===== src/rtl/my_mult_datapath.sv =====
// Shift-and-add unsigned 32x32 multiplier datapath.
// Holds the multiplicand, the 64-bit product/multiplier register, the ALU carry-out
// and the iteration count. All sequencing is done by an external controller through
// load / write / shift_right, so this block behaves sensibly under any control order.
module my_mult_datapath (
  input  logic        clk_i,
  input  logic        clr_i,
  input  logic        load_i,
  input  logic [31:0] multiplicand_i,
  input  logic [31:0] multiplier_i,
  input  logic        add_product_i,
  input  logic        write_i,
  input  logic        shift_right_i,
  output logic        product_0_o,
  output logic        is_32_o,
  output logic [63:0] product_o,
  output logic        product_valid_o
);

  localparam logic [5:0] IterLast = 6'd31;
  localparam logic [5:0] IterDone = 6'd32;

  logic [31:0] mcand_q, mcand_d;
  logic [63:0] product_q, product_d;
  logic        carry_q, carry_d;
  logic [5:0]  count_q, count_d;
  logic        valid_q, valid_d;

  logic [32:0] sum33;
  logic        at_max;
  logic        do_shift;

  // ALU: upper product half plus either the multiplicand or zero, carry kept in bit 32.
  always_comb begin
    sum33 = {1'b0, product_q[63:32]} + (add_product_i ? {1'b0, mcand_q} : 33'd0);
  end

  // Shifts stop once 32 iterations are done; writes are still honoured.
  always_comb begin
    at_max   = (count_q == IterDone);
    do_shift = shift_right_i && !at_max;
  end

  // Next-state selection: load wins, then the write/shift combination.
  always_comb begin
    mcand_d   = mcand_q;
    product_d = product_q;
    carry_d   = carry_q;
    count_d   = count_q;
    valid_d   = valid_q;

    if (load_i) begin
      mcand_d   = multiplicand_i;
      product_d = {32'd0, multiplier_i};
      carry_d   = 1'b0;
      count_d   = 6'd0;
      valid_d   = 1'b0;
    end else begin
      case ({write_i, do_shift})
        2'b10: begin
          carry_d           = sum33[32];
          product_d[63:32]  = sum33[31:0];
        end
        2'b01: begin
          // {carry, product} shifted right as one 65-bit quantity.
          product_d = {carry_q, product_q[63:1]};
          carry_d   = 1'b0;
          count_d   = count_q + 6'd1;
        end
        2'b11: begin
          // The freshly written 65-bit value is shifted in the same cycle.
          product_d = {sum33, product_q[31:1]};
          carry_d   = 1'b0;
          count_d   = count_q + 6'd1;
        end
        default: ;
      endcase

      if (do_shift && (count_q == IterLast)) begin
        valid_d = 1'b1;
      end
    end
  end

  // State registers with asynchronous clear.
  always_ff @(posedge clk_i or posedge clr_i) begin
    if (clr_i) begin
      mcand_q   <= 32'd0;
      product_q <= 64'd0;
      carry_q   <= 1'b0;
      count_q   <= 6'd0;
      valid_q   <= 1'b0;
    end else begin
      mcand_q   <= mcand_d;
      product_q <= product_d;
      carry_q   <= carry_d;
      count_q   <= count_d;
      valid_q   <= valid_d;
    end
  end

  // Outputs come straight from the registers.
  always_comb begin
    product_o       = product_q;
    product_0_o     = product_q[0];
    is_32_o         = at_max;
    product_valid_o = valid_q;
  end

endmodule

===== config.mk =====
export PLATFORM = sky130hd
export DESIGN_NAME = my_mult_datapath
export DESIGN_NICKNAME = d
export VERILOG_FILES = /design/src/rtl/my_mult_datapath.sv
export SDC_FILE = /design/constraint.sdc
export NUM_CORES = 1
export LEC_CHECK = 0
export CORE_ASPECT_RATIO = 0.9
export CORE_MARGIN = 1
export CORE_UTILIZATION = 48
export DETAILED_ROUTE_END_ITERATION = 10
export PLACE_DENSITY = 0.78
export REMOVE_ABC_BUFFERS = 1
export SKIP_CTS_REPAIR_TIMING = 1
export SYNTH_ARGS = -nofsm -noshare
export SYNTH_HDL_FRONTEND = slang
export SYNTH_SLANG_ARGS = --single-unit

===== constraint.sdc =====
create_clock -name clk_i -period 3.11 [get_ports clk_i]
set_input_delay 0.4665 -clock clk_i [delete_from_list [all_inputs] [get_ports clk_i]]
set_output_delay 0.4665 -clock clk_i [all_outputs]
set_load 0.005 [all_outputs]

; ---- Word level (Yosys, flattened, before mapping)
; Index checks and enable logic that the tools add are counted.
[totals]
out_inout_bits = 67
regBits = 104
input_bits = 70
wordCells = 32
[op_classes]
add_sub_neg = 2
n_reduce_logical = 9
n_mux = 10
n_eq_ne = 5
[op_table]
columns = cell, n
row1 = $pmux 32 s3, 1
row2 = $mux 64, 1
row3 = $pmux 32 s2, 1
row4 = $add 32x32->33, 1
row5 = $mux 32, 1
row6 = $mux 6, 2
row7 = $add 6x1->6 const B, 1
row8 = $eq 6x5->1 const B, 1
row9 = $eq 6x6->1 const B, 1
row10 = $reduce_bool 3->1, 2
row11 = $eq 2x2->1 const B, 2
row12 = $reduce_bool 2->1, 2
row13 = $reduce_bool 4->1, 1
row14 = $mux 1, 3
row15 = $eq 2x1->1 const B, 1
row16 = $logic_and 1x1->1, 2
row17 = $pmux 1 s2, 1
row18 = $reduce_or 2->1, 1
row19 = $logic_not 1->1, 1

; ---- Logic depth before layout (Yosys ltp)
[logic_depth]
depth_word = 7
depth_mapped = 13

; ---- Worst setup path before layout
; Ideal clock, no wire load.
[synth_timing]
kind = input to register
start = input port add_product_i
end = register product_q[60] (netlist: product_o[60])
arrival_ns = 3.013
required_ns = 3.011
setup_ns = 0.099
cell_stages = 13
path_slack_ns = -0.002
cell_sequence = clkbuf_1 -> and2_1 -> ha_1 -> inv_1 -> fa_1 -> nand2b_1 -> a21o_1 -> a31o_2 -> o311a_2 -> a31oi_4 -> a221oi_4 -> mux2i_1 -> a311oi_1
[synth_via]
elab_chain_len = 4
[synth_lines]
columns = element, line_no
row1 = "start, declared", 11  ; input logic add_product_i,
row2 = $mux 32, 35  ; sum33 = {1'b0, product_q[63:32]} + (add_product_i ? {1'b0, mcand_q} : 33'd0);
row3 = $add 32x32->33, 35
row4 = $pmux 32 s3, 59  ; case ({write_i, do_shift})
row5 = $mux 64, 52  ; if (load_i) begin
row6 = "end signal, assigned", 95  ; product_q <= product_d;
row7 = "end, declared", 24  ; logic [63:0] product_q, product_d;
; No other way between the ends.
; A chain may end at the register's enable or synchronous reset.

; ---- Worst setup path in the final report
[layout_timing]
start = input port add_product_i
end = register product_q[49] (netlist: product_o[49])
; The elaborated chain is that of the path after synthesis.

==> metrics.txt <==
Synth cell types 64; CP max FO 21; clk buf depth 2; Row Count 41; syn_area_per_cell 9.10 µm²; footprint of the multi-input gates 0.00414 mm²; Critical Path RT 3.32 ns; chip width 129 µm; Port Buffers 136; clock buffer count from CTS 9; drt wl/cell 16.9 µm; highest-delay cell along the critical path a211o_1; most common cell after layout, fill and taps aside clkdlybuf4s50_1; largest net degree at the start of global routing 50; layout cell share with drive strength beyond 1 20.1%; Fill cells 1175; hold path start mcand_q[22]$_DFFE_PP0P_; vias per cell 5.73; dpl hpwl 14400 µm; Place WS -0.600 ns; Largest stage delay, worst path 0.35 ns; Gate Count Post-Synth 761; Post-synth ARST share 100%; leading area contributor after synthesis dfrtp_1; worst setup path start add_product_i; Synth Warn # 0; final setup fails 0; mapped cell area 0.00693 mm²; clk sinks 104; Final Cycle Share 94.7%; starting density of the core 49.3%; post-route ant nets 0; worst-margin pin slew 0.694 ns; Pwr per Cell Area 467 mW/mm²; number of synthesized flops with an enable pin 0; io pins 137; Register Area 0.00260 mm²; vias in the first global route 6616; gr usage total 27.9%; Yosys reg bits 104; Synth area leaders dfrtp_1 (38%), ha_1 (6.7%), mux2_2 (5.2%), mux2i_1 (5.1%), nand2_1 (4.8%); Critical Path End Type register; Period minus WS final 2.94 ns; worst-path cell chain clkbuf_2 -> buf_12 -> buf_6 -> and2_1 -> ha_1 -> a21oi_2 -> o21ai_0 -> a211o_1 -> or2_1 -> a221oi_4 -> xnor2_2 -> a221oi_1 -> a211oi_1; Main synth FF type dfrtp_1; Setup CP Type input port to register; Core ar. 0.0141 mm²; critical path startpoint category input port; Hold Path Depth 1; HP Class register to register; Die Y 116 µm; Final nets 1082; drc violations 0; Clock Skew 0.0126 ns; antenna violations before repair 0; commonest cells after routing, fill and taps aside clkdlybuf4s50_1 (134), buf_4 (114), dfrtp_1 (104); routability-driven placement congestion ratio 0.864; gr ovfl total 0; Final Hold Vio Count 0; drt pass-1 iters 5; fmax 0.340 GHz; status finished clean; clk_lat worst skew 0.36 ns; ant diodes 0; crit path DAT 3.16 ns; R2R Path Start count_q[0]$_DFFE_PP0P_; Worst VDD drop 0.329 mV; Max Cap Viol 0; root buffer cell clkbuf_16; Setup Total Neg Slack 0 ns; routed vias 6714; routed wire length 19800 µm; cell count of the worst reg-to-reg path 10; H-tree levels 3; RSZ-0062 raised after global routing no; global-route wire length before repair 32700 µm; initial drt markers 346; Final Slew Violations 0; Layout area overhead 39.8%; Die ar. 0.0149 mm²; static leakage 4.53 nW; Clk pin slew, worst setup/hold paths 0.08 ns; post-route setup slack 0.166 ns; post-synth top area share 37.6%; CTS tree yes; Rel. slew slack 53.6%; Seq/Total Area, Yosys 37.6%
[per-stage QoR]
stage	instance area (µm²)	power (mW)	hold slack, ns	instances	util, %
5_1_grt	9680	4.79	0.530	1172	68.9
3_3_place_gp	9260	3.26	0.483	1155	65.9
3_5_place_dp	9260	3.29	0.489	1155	65.9
4_1_cts	9570	4.51	0.507	1171	68.1
6_report	9680	4.52	0.506	1172	68.9
2_1_floorplan	6720	2.45	0.472	708	-
[worst max-delay path, delay by kind of cell]
kind	cells	cell delay, ns
compound gates	6	1.32
xor+xnor	1	0.12
fa+ha+maj	1	0.31
buf+inv	3	0.48
simple gates	2	0.45
[power by group]
part	switching, mW	internal, mW	leakage [nW]
sequential	0.142	1.50	1.29
clock	0.552	0.642	0.154
combinational	0.782	0.903	3.08
total	1.48	3.05	4.53
[cell usage after synthesis, drive strengths merged (3+ instances only)]
| library cell | number |
|---|---|
| dfrtp | 104 |
| nand2 | 89 |
| o21ai | 62 |
| a21oi | 52 |
| clkbuf | 45 |
| nor2 | 44 |
| ha | 37 |
| mux2i | 35 |
| and2 | 34 |
| mux2 | 32 |
| a21o | 19 |
| xor2 | 19 |
| inv | 18 |
| a211oi | 14 |
| a221oi | 14 |
| nand3 | 14 |
| xnor2 | 12 |
| nand4 | 11 |
| o211ai | 11 |
| nor3 | 10 |
| a31oi | 8 |
| buf | 8 |
| a221o | 4 |
| a22oi | 4 |
| and3 | 4 |
| nand2b | 4 |
| o21a | 4 |
| o221a | 4 |
| a211o | 3 |
| a21boi | 3 |
| a31o | 3 |
| nor2b | 3 |
| or3 | 3 |
[final cells by class]
cell class	count	share of cell area, %
clock buffers	9	2.33
clock inverters	7	0.866
repair buffers	255	23.9
flip-flops and latches	104	26.9
well taps	193	2.49
multi-input cells	586	42.8
inverters	18	0.724
[registers in the layout, summed over array words and instances (netlist names)]
signal and cells:
product_valid_o 1, mcand_q 32, product_o 64, count_q 6
carry_q 1
[worst paths after layout]
check / slack, ns / endpoint
min in group asynchronous: 0.53 / product_o[11]$_DFFE_PP0P_
worst max-delay path: 0.17 / product_o[49]$_DFFE_PP0P_
worst min register to register: 0.51 / mcand_q[22]$_DFFE_PP0P_
worst min-delay path: 0.51 / mcand_q[22]$_DFFE_PP0P_
max in group asynchronous: 1.93 / product_o[63]$_DFFE_PP0P_
worst max register to register: 0.29 / product_o[50]$_DFFE_PP0P_
[layer usage]
metal	vias up	part of all wire [%]	global-route usage [%]
li1	3187	-	-
met1	3267	45	37.4
met2	227	46	44.0
met3	33	6.9	7.25
met4	0	2.3	9.41
met5	-	0	0
[logic make-up after synthesis]
family	synth area share, %
multiplexers	10.3
adder cells (fa/ha/maj)	6.97
buffers and inverters	4.01
AND/OR/NAND/NOR	15.6
flip-flops	37.6
AO/OA/AOI/OAI	21.7
XOR/XNOR	3.92
No activity file was read; power rests on OpenSTA's default activity.
